--- src/rtl/mem_port_arbiter_pkg.sv ---
// Shared definitions for the MIG user-port arbiter: FSM states and MIG command codes.
package mem_port_arbiter_pkg;

  // MIG command encodings for the cmd_instr field.
  localparam logic [2:0] MIG_CMD_WRITE = 3'b000;
  localparam logic [2:0] MIG_CMD_READ  = 3'b001;

  // Every transaction is a single 32-bit word.
  localparam logic [5:0] MIG_BL_SINGLE = 6'd0;

  // Requester 1 counts as the last one granted out of reset, so requester 0 wins the first tie.
  localparam logic LAST_GRANT_RESET = 1'b1;

  typedef enum logic [2:0] {
    ST_IDLE,
    ST_WR_DATA,
    ST_WR_CMD,
    ST_RD_CMD,
    ST_RD_WAIT,
    ST_DONE
  } state_e;

endpackage

--- src/rtl/mem_port_arbiter_rr_arbiter2.sv ---
// Two-way round-robin arbiter. It owns the last-grant history used to break ties.
module rr_arbiter2
  import mem_port_arbiter_pkg::*;
(
  input  logic       clk,
  input  logic       rst,
  input  logic [1:0] req_i,
  input  logic       enable_i,
  input  logic       update_i,
  output logic [1:0] grant_o
);

  logic last_grant_q;
  logic last_grant_d;

  // Grant a lone requester directly. On a tie, grant the requester that was not granted last.
  always_comb begin
    grant_o = 2'b00;
    if (enable_i) begin
      unique case (req_i)
        2'b01:   grant_o = 2'b01;
        2'b10:   grant_o = 2'b10;
        2'b11:   grant_o = last_grant_q ? 2'b01 : 2'b10;
        default: grant_o = 2'b00;
      endcase
    end
  end

  // Record the winner only when a grant is actually taken.
  always_comb begin
    last_grant_d = last_grant_q;
    if (update_i) begin
      last_grant_d = grant_o[1];
    end
  end

  // Last-grant history register.
  always_ff @(posedge clk) begin
    if (rst) begin
      last_grant_q <= LAST_GRANT_RESET;
    end else begin
      last_grant_q <= last_grant_d;
    end
  end

endmodule

--- src/rtl/mem_port_arbiter.sv ---
// Shares one MIG user port between the SD boot loader (r0) and the CPU/GPU client (r1).
// Transactions are single-word reads or writes, serialised with round-robin arbitration.
module mem_port_arbiter
  import mem_port_arbiter_pkg::*;
#(
  parameter int ADDR_W = 30
) (
  input  logic              clk,
  input  logic              rst,
  input  logic              calib_done,

  input  logic              r0_req,
  output logic              r0_ready,
  input  logic              r0_we,
  input  logic [ADDR_W-1:0] r0_addr,
  input  logic [31:0]       r0_wdata,
  input  logic [3:0]        r0_mask,
  output logic              r0_done,
  output logic [31:0]       r0_rdata,

  input  logic              r1_req,
  output logic              r1_ready,
  input  logic              r1_we,
  input  logic [ADDR_W-1:0] r1_addr,
  input  logic [31:0]       r1_wdata,
  input  logic [3:0]        r1_mask,
  output logic              r1_done,
  output logic [31:0]       r1_rdata,

  output logic              mem_cmd_en,
  output logic [2:0]        mem_cmd_instr,
  output logic [5:0]        mem_cmd_bl,
  output logic [ADDR_W-1:0] mem_cmd_byte_addr,
  input  logic              mem_cmd_full,
  output logic              mem_wr_en,
  output logic [31:0]       mem_wr_data,
  output logic [3:0]        mem_wr_mask,
  input  logic              mem_wr_full,
  input  logic              mem_wr_error,
  output logic              mem_rd_en,
  input  logic [31:0]       mem_rd_data,
  input  logic              mem_rd_empty,
  input  logic              mem_rd_error,
  output logic              err
);

  localparam logic [ADDR_W-1:0] WORD_ALIGN = {{(ADDR_W-2){1'b1}}, 2'b00};

  state_e            state_q, state_d;
  logic              owner_q, owner_d;
  logic [ADDR_W-1:0] addr_q, addr_d;
  logic [31:0]       wdata_q, wdata_d;
  logic [3:0]        mask_q, mask_d;
  logic [31:0]       rdata0_q, rdata0_d;
  logic [31:0]       rdata1_q, rdata1_d;
  logic              err_q, err_d;

  logic [1:0]        grant;
  logic              arb_enable;
  logic              accept;
  logic              sel_we;
  logic [ADDR_W-1:0] sel_addr;
  logic [31:0]       sel_wdata;
  logic [3:0]        sel_mask;

  // Grants are only offered from IDLE with memory calibrated, and never while reset is held.
  assign arb_enable = (state_q == ST_IDLE) && calib_done && !rst;
  assign accept     = |grant;

  rr_arbiter2 u_arb (
    .clk      (clk),
    .rst      (rst),
    .req_i    ({r1_req, r0_req}),
    .enable_i (arb_enable),
    .update_i (accept),
    .grant_o  (grant)
  );

  assign r0_ready = grant[0];
  assign r1_ready = grant[1];

  // Mux the winning requester's fields; the arbiter guarantees at most one grant bit.
  always_comb begin
    sel_we    = grant[1] ? r1_we    : r0_we;
    sel_addr  = grant[1] ? r1_addr  : r0_addr;
    sel_wdata = grant[1] ? r1_wdata : r0_wdata;
    sel_mask  = grant[1] ? r1_mask  : r0_mask;
  end

  // Next-state and MIG handshakes: data is pushed before the write command, reads wait for the pop.
  always_comb begin
    state_d       = state_q;
    owner_d       = owner_q;
    addr_d        = addr_q;
    wdata_d       = wdata_q;
    mask_d        = mask_q;
    rdata0_d      = rdata0_q;
    rdata1_d      = rdata1_q;
    err_d         = err_q | mem_wr_error | mem_rd_error;
    mem_cmd_en    = 1'b0;
    mem_cmd_instr = MIG_CMD_WRITE;
    mem_wr_en     = 1'b0;
    mem_rd_en     = 1'b0;
    r0_done       = 1'b0;
    r1_done       = 1'b0;

    unique case (state_q)
      ST_IDLE: begin
        if (accept) begin
          owner_d = grant[1];
          addr_d  = sel_addr & WORD_ALIGN;
          wdata_d = sel_wdata;
          mask_d  = sel_mask;
          state_d = sel_we ? ST_WR_DATA : ST_RD_CMD;
        end
      end
      ST_WR_DATA: begin
        mem_wr_en = !mem_wr_full;
        if (!mem_wr_full) begin
          state_d = ST_WR_CMD;
        end
      end
      ST_WR_CMD: begin
        mem_cmd_en    = !mem_cmd_full;
        mem_cmd_instr = MIG_CMD_WRITE;
        if (!mem_cmd_full) begin
          state_d = ST_DONE;
        end
      end
      ST_RD_CMD: begin
        mem_cmd_en    = !mem_cmd_full;
        mem_cmd_instr = MIG_CMD_READ;
        if (!mem_cmd_full) begin
          state_d = ST_RD_WAIT;
        end
      end
      ST_RD_WAIT: begin
        mem_rd_en = !mem_rd_empty;
        if (!mem_rd_empty) begin
          if (owner_q) begin
            rdata1_d = mem_rd_data;
          end else begin
            rdata0_d = mem_rd_data;
          end
          state_d = ST_DONE;
        end
      end
      ST_DONE: begin
        r0_done = !owner_q;
        r1_done = owner_q;
        state_d = ST_IDLE;
      end
      default: begin
        state_d = ST_IDLE;
      end
    endcase
  end

  // Latched transaction fields always drive the MIG data/address ports.
  always_comb begin
    mem_cmd_bl        = MIG_BL_SINGLE;
    mem_cmd_byte_addr = addr_q;
    mem_wr_data       = wdata_q;
    mem_wr_mask       = mask_q;
    r0_rdata          = rdata0_q;
    r1_rdata          = rdata1_q;
    err               = err_q;
  end

  // State and datapath registers; reset abandons any transaction without a done pulse.
  always_ff @(posedge clk) begin
    if (rst) begin
      state_q  <= ST_IDLE;
      owner_q  <= 1'b0;
      addr_q   <= '0;
      wdata_q  <= '0;
      mask_q   <= '0;
      rdata0_q <= '0;
      rdata1_q <= '0;
      err_q    <= 1'b0;
    end else begin
      state_q  <= state_d;
      owner_q  <= owner_d;
      addr_q   <= addr_d;
      wdata_q  <= wdata_d;
      mask_q   <= mask_d;
      rdata0_q <= rdata0_d;
      rdata1_q <= rdata1_d;
      err_q    <= err_d;
    end
  end

endmodule

--- config.mk ---
export PLATFORM = sky130hd
export DESIGN_NAME = mem_port_arbiter
export DESIGN_NICKNAME = d
export VERILOG_FILES = /design/src/rtl/mem_port_arbiter_pkg.sv /design/src/rtl/mem_port_arbiter_rr_arbiter2.sv /design/src/rtl/mem_port_arbiter.sv
export SDC_FILE = /design/constraint.sdc
export NUM_CORES = 1
export LEC_CHECK = 0
export BUFFER_PORTS_ARGS = -buffer_cell sky130_fd_sc_hd__buf_2
export CORE_MARGIN = 3
export CORE_UTILIZATION = 40
export CTS_CLUSTER_SIZE = 28
export DETAILED_ROUTE_END_ITERATION = 10
export GPL_TIMING_DRIVEN = 0
export HOLD_SLACK_MARGIN = 0.02
export PLACE_DENSITY = 0.74
export SETUP_SLACK_MARGIN = 0.3
export SLEW_MARGIN = 5
export SYNTH_ARGS = -nofsm -noshare
export SYNTH_HDL_FRONTEND = slang
export SYNTH_HIERARCHICAL = 1
export SYNTH_SLANG_ARGS = --single-unit
--- constraint.sdc ---
create_clock -name clk -period 2.2 [get_ports clk]
set_input_delay 0.22 -clock clk [delete_from_list [all_inputs] [get_ports clk]]
set_output_delay 0.22 -clock clk [all_outputs]
set_load 0.05 [all_outputs]
==> out/qor.yml, run 1 <==
finalSetupViolations: 0
placed_area_um2: 7500
fin_skew_ns: 0.00985
rows: 42
max_cap_viol_count: 0
wl_met2_mm: 10.2
core_um2: 13500
cts_buffer_depth: 2
synthCells: 630
met3_length_mm: 2.26
initial_core_util_pct: 41.5
cts_root_buf: "clkbuf_16"
critPathLaunchType: "flip-flop"
die_area_um2: 15400
vias_per_cell: 5.03
seq_power_share_pct: 32.1
final_core_util_pct: 66.1
final_layout_size_suffix_gt1_share_pct: 52.1
ys_seq_elements: 134
combinationalPowerShare_pct: 39.7
netlist_area_um2: 5580
crit_path_end: "mem_wr_data[18]"
highest_layer: "met4"
ir_drop_v: 0.000553
h-tree-depth: 4
crit_start: "state_q[0]"
setup.worst_path.end_class: "flip-flop"
arrival_ns: 2.39
stdcell_area_um2: 8890
required_ns: 2.47
grt-ovfl-total: 0
yosys.area.top_type_share_pct: 48.1
p_leak_nw: 3.87
dp_hpwl_mm: 14.5
seq_area_frac_synth_pct: 48.1
wl_per_cell_um: 17.1
antenna_found_initial: 4
yosysTopAreaCell: "dfxtp_1"
rsz0062_at_grt: "yes"
grt_pass1_wl_mm: 27.6
hp-class: "primary input to flip-flop"
r2r_cells: 12
clock_latency_ns: 0.42
drv_slew: 0
synthTopCellsByArea: "dfxtp_1 (48%), mux2i_1 (12%), nand2_1 (9.2%)"
r2r_end: "mem_wr_data[18]"
cts_buffers: 17
timing_hold_violations_final: 0
reg2reg_from: "state_q[0]"
route.detailed.drc: 0
tightestPinTransition_ns: 0.754
dp_cells: 1123
track_usage_pct: 23.5
swShare_pct: 38.6
p_int_mw: 5.72
port_buffers: 308
cts_tree: "done"
status: "finished, final reports clean"
path_class: "flip-flop to flip-flop"
m1WireLength_mm: 7.18
drtIter0Drc: 257
powerDensity_nw_per_um2: 1050
place_congestion: 0.804
die_x_um: 124
grt_pass1_vias: 5335
post-route-period-util_pct: 96.2
synth_cell_type_count: 30
p_sw_mw: 3.60
yosys_warnings: 6
num_vias: 5866
path_clk_slew_ns: 0.06
clkSinkCount: 134
area_delta_synth_final_pct: 59.4
finalNetCount: 1155
relSlewSlack_pct: 49.8
routed_wirelength_mm: 20.0
io_pins: 323
ant_nets: 0
min_period_ns: 2.12
cp_max_fo: 6
max_clock_freq_ghz: 0.472
finalPower_mw: 9.32
grt_max_degree: 17
first_pass_iters: 5
reg2reg_slack_ns: 0.08
layout.cells.non_filler: 1166
avgSynthCellArea_um2: 8.85
pwr-share-clk_pct: 28.2
die_h_um: 124
[layout make-up]
cell class	instances	area (µm²)
Antenna cell	4	10.0
Sequential cell	134	2690
Buffer	64	604
Fill cell	1128	4560
Clock buffer	22	484
Inverter	1	3.75
Tap cell	176	220
Multi-Input combinational cell	440	3110
Clock inverter	4	50.0
Timing Repair Buffer	321	1720
[worst max-delay path, stage by stage (launching register included)]
cell and delay, ns:
dfxtp_2 0.33, buf_6 0.10, nor3_4 0.03, and3b_1 0.19, and2_4 0.14, and2_4 0.14, buf_6 0.12, or2_4 0.24
and2_4 0.17, clkbuf_16 0.17, clkbuf_16 0.17, nor2_4 0.13, a211oi_2 0.05
[Yosys cell counts]
cell type	instances
o21ai_0	2
buf_2	15
conb_1	1
a311o_1	1
a22oi_1	1
buf_4	16
nand2_1	137
and3_1	1
nor3_1	1
mux2i_1	65
a21oi_1	68
or2_1	1
and2_4	1
inv_1	1
nor3_4	1
clkbuf_1	22
nor3b_1	1
nor2b_1	3
and3b_1	2
nor2_1	70
nor4b_4	1
dfxtp_1	134
nor4b_1	1
nand3b_1	2
and2_1	3
a211o_1	3
a211oi_1	59
a211oi_2	5
buf_6	11
nand2b_1	1
[cells by family (layout without fill, tap and decap cells)]
logic type / after synthesis / in the layout / synth area share, %
multiplexers: 65 / 65 / 11.7
buffers and inverters: 65 / 412 / 7.27
AO/OA/AOI/OAI: 139 / 139 / 16.1
AND/OR/NAND/NOR: 226 / 226 / 16.8
other: 1 / 14 / 0.0672
flip-flops: 134 / 134 / 48.1
[per-layer routing]
layer | GRT usage, % | up-vias
met5 | 0 | -
li1 | - | 2851
met4 | 7.05 | 0
met3 | 11.0 | 26
met2 | 41.0 | 266
met1 | 25.3 | 2723
[worst min path at each step]
stage	startpoint	endpoint	slack (ns)	cells past startpoint
2_1_floorplan	rst	u_arb/last_grant_q	0.33	1
3_3_place_gp	mem_rd_error	err	0.43	3
3_5_place_dp	r1_rdata[18]	r1_rdata[18]	0.44	2
4_1_cts	mem_rd_data[7]	r0_rdata[7]	0.03	3
5_1_grt	mem_rd_data[4]	r1_rdata[4]	0.03	3
6_report	mem_rd_data[7]	r0_rdata[7]	0.04	3
[state kept, by name, indices dropped and copies added (netlist names)]
name and count:
err 1, mem_cmd_byte_addr 28, mem_wr_data 32, mem_wr_mask 4, owner_q 1, r0_rdata 32, r1_rdata 32, state_q 3
u_arb/last_grant_q 1
[power by group through the flow]
| stage | Clock [mW] | Sequential, mW | Combinational, mW |
|---|---|---|---|
| global route | 2.77 | 3.03 | 3.91 |
| floorplan | 0 | 3.97 | 1.20 |
| global placement | 0 | 2.95 | 2.93 |
| CTS | 2.64 | 2.93 | 3.20 |
| detailed placement | 0 | 2.97 | 2.95 |
| finish | 2.63 | 2.99 | 3.70 |
[stage by stage]
step / worst slack (ns) / hold slack, ns / setup TNS [ns]
2_1_floorplan: 0.0672 / 0.326 / 0
3_3_place_gp: -0.258 / 0.433 / -7.37
3_5_place_dp: -0.277 / 0.443 / -8.85
4_1_cts: 0.138 / 0.0304 / 0
5_1_grt: -0.00208 / 0.0295 / -0.00219
6_report: 0.0826 / 0.0425 / 0
[cells in the final DEF (no fill, tap or decap), types with 2 or more instances in the layout]
cell	synthesis	final
nand3b_1	2	2
a211o_1	3	3
dfxtp_1	134	131
dfxtp_2	0	3
mux2i_1	65	51
nor2b_1	3	3
a211oi_4	0	2
conb_1	1	10
a211oi_2	5	49
nand2_1	137	137
and2_4	1	3
clkbuf_16	0	21
nor2_2	0	24
buf_8	0	3
clkbuf_1	22	20
buf_4	16	17
and3b_1	2	2
buf_6	11	16
a211oi_1	59	13
nor2_4	0	23
a21oi_1	68	66
clkinvlp_4	0	2
buf_2	15	310
diode_2	0	4
nor2_1	70	23
mux2i_2	0	13
clkbuf_8	0	6
buf_12	0	9
dlygate4sd3_1	0	3
[repair_timing]
action	in CTS	in global routing
hold buffers	3	0
cloned	0	4
pin swaps	0	20
endpoints found under the setup margin	71	71
hold endpoints to repair	2	0
buffers inserted	4	2
gates resized for setup	66	109
(Power assumes the default switching activity.)
==> run 2, diff against run 1 <==
PLACE_DENSITY = 0.84   (was 0.74)
==> run 2 against run 1 <==
Against the previous run:
- register-to-register slack about the same
- sequential power hardly changed
- via count increased by 3.9%
- cell count grew 0.86%
- count of clock-buffer cells in the layout fell by 1
- die area unchanged
- maximum frequency increased by 0.47%
- global-route usage is 1.9 points higher
- clock skew is 0.0013 ns higher
- critical path depth is the same
- largest cell class unchanged
- highest routed layer unchanged
==> out/qor.yml, run 2 (synthesis gave the netlist of run 1 again) <==
status: "finished, final reports clean"
powerDensity_nw_per_um2: 1070
arrival_ns: 2.41
max_stage_delay_ns: 0.32
antenna_found_initial: 5
tightestPinTransition_ns: 0.725
ant_nets: 0
routed_wirelength_mm: 21.9
place_congestion: 0.794
path_clk_slew_ns: 0.06
io_pins: 323
grt_pass1_vias: 5888
cp_max_fo: 6
port_buffers: 308
crit_path_end: "mem_wr_data[16]"
final_layout_size_suffix_gt1_share_pct: 51.2
critPathLaunchType: "flip-flop"
fin_skew_ns: 0.0111
crit_start: "state_q[0]"
rsz0062_at_grt: "yes"
core_um2: 13500
num_vias: 6095
slowest_stage: "dfxtp_2"
finalNetCount: 1157
initial_core_util_pct: 41.5
route.detailed.drc: 0
grt_max_degree: 17
final_common_cell: "buf_2"
die_x_um: 124
track_usage_pct: 25.4
reg2reg_slack_ns: 0.09
r2r_cells: 12
min-delay-start: "mem_rd_data[9]"
hp-class: "primary input to flip-flop"
timing_hold_violations_final: 0
h-tree-depth: 4
post-route-period-util_pct: 95.8
path_class: "flip-flop to flip-flop"
grt-ovfl-total: 0
area_delta_synth_final_pct: 59.9
finalSetupViolations: 0
clkSinkCount: 134
p_leak_nw: 3.89
setup.worst_path.end_class: "flip-flop"
stdcell_area_um2: 8920
max_clock_freq_ghz: 0.474
cpMostUsedCell: "and2_4"
min_period_ns: 2.11
final_cell_mix: "buf_2 (311), nand2_1 (137), dfxtp_1 (132)"
reg2reg_from: "state_q[0]"
dp_hpwl_mm: 14.6
placed_area_um2: 7500
grt_pass1_wl_mm: 29.9
drtIter0Drc: 317
die_area_um2: 15400
ir_drop_v: 0.000714
max_cap_viol_count: 0
die_h_um: 124
r2r_end: "mem_wr_data[16]"
clock_latency_ns: 0.41
drv_slew: 0
fin_hold_ws_ns: 0.0519
relSlewSlack_pct: 51.7
cts_root_buf: "clkbuf_16"
cts_tree: "done"
n_fill_cell: 1018
vias_per_cell: 5.18
cts_buffer_depth: 2
required_ns: 2.51
cts_buffers: 17
wl_per_cell_um: 18.7
path_cells: "buf_6, nor3_4, and3b_1, and2_4, and2_4, buf_6, or2_4, and2_4, clkbuf_16, clkbuf_16, nor2_4, a211oi_1"
rows: 42
first_pass_iters: 5
[run 2: area by class of cell]
class | count | area, µm² | area share [%]
multi-input cells | 440 | 3090 | 34.6
repair buffers | 323 | 1740 | 19.5
plain buffers | 64 | 607 | 6.80
inverters | 1 | 3.75 | 0.0421
diodes | 6 | 15.0 | 0.168
clock buffers | 21 | 460 | 5.16
well taps | 176 | 220 | 2.47
flip-flops and latches | 134 | 2690 | 30.1
clock inverters | 11 | 100 | 1.12
[run 2: where the power goes]
| group | switching [mW] | internal (mW) |
|---|---|---|
| registers | 0.272 | 2.75 |
| logic | 2.42 | 1.37 |
| clock network | 1.09 | 1.62 |
| total | 3.78 | 5.74 |
[run 2: critical path: cells and delay by family (launching register included)]
family                 cells  cell delay (ns)
and+or+nand+nor            7             0.90
buffers and inverters      4             0.56
DFF                        1             0.32
AOI/OAI and AO/OA          1             0.22
[run 2: worst min path at each step]
stage | endpoint | slack (ns) | cells after the start
floorplan | u_arb/last_grant_q | 0.33 | 1
CTS | r0_rdata[8] | 0.04 | 3
global route | r0_rdata[8] | 0.04 | 3
finish | r1_rdata[9] | 0.05 | 3
global placement | err | 0.43 | 3
detailed placement | err | 0.44 | 3
[run 2: through the flow]
stage	power, mW	util [%]	TNS [ns]	cells	setup slack [ns]
after floorplan	5.17	-	0	639	0.0672
after global placement	5.86	55.8	-7.34	1123	-0.193
after detailed placement	5.92	55.8	-10.20	1123	-0.259
after CTS	9.10	63.9	0	1166	0.132
after global routing	9.89	66.3	0	1175	0.0521
final	9.52	66.3	0	1176	0.0925
[run 2: metal layers]
metal | global-route usage [%] | vias to the layer above | part of all wire [%]
li1 | - | 2849 | -
met1 | 25.3 | 2911 | 35
met2 | 45.8 | 288 | 53
met3 | 10.9 | 47 | 9.9
met4 | 11.3 | 0 | 3.0
met5 | 0 | - | 0
[run 2: repair_timing]
| action | CTS | global route |
|---|---|---|
| resized for setup | 114 | 61 |
| setup endpoints to repair | 71 | 72 |
| pin swaps | 7 | 18 |
| hold buffers | 3 | 0 |
| endpoints found under the hold margin | 2 | 0 |
| buffers inserted | 7 | 2 |
| gates cloned | 1 | 2 |
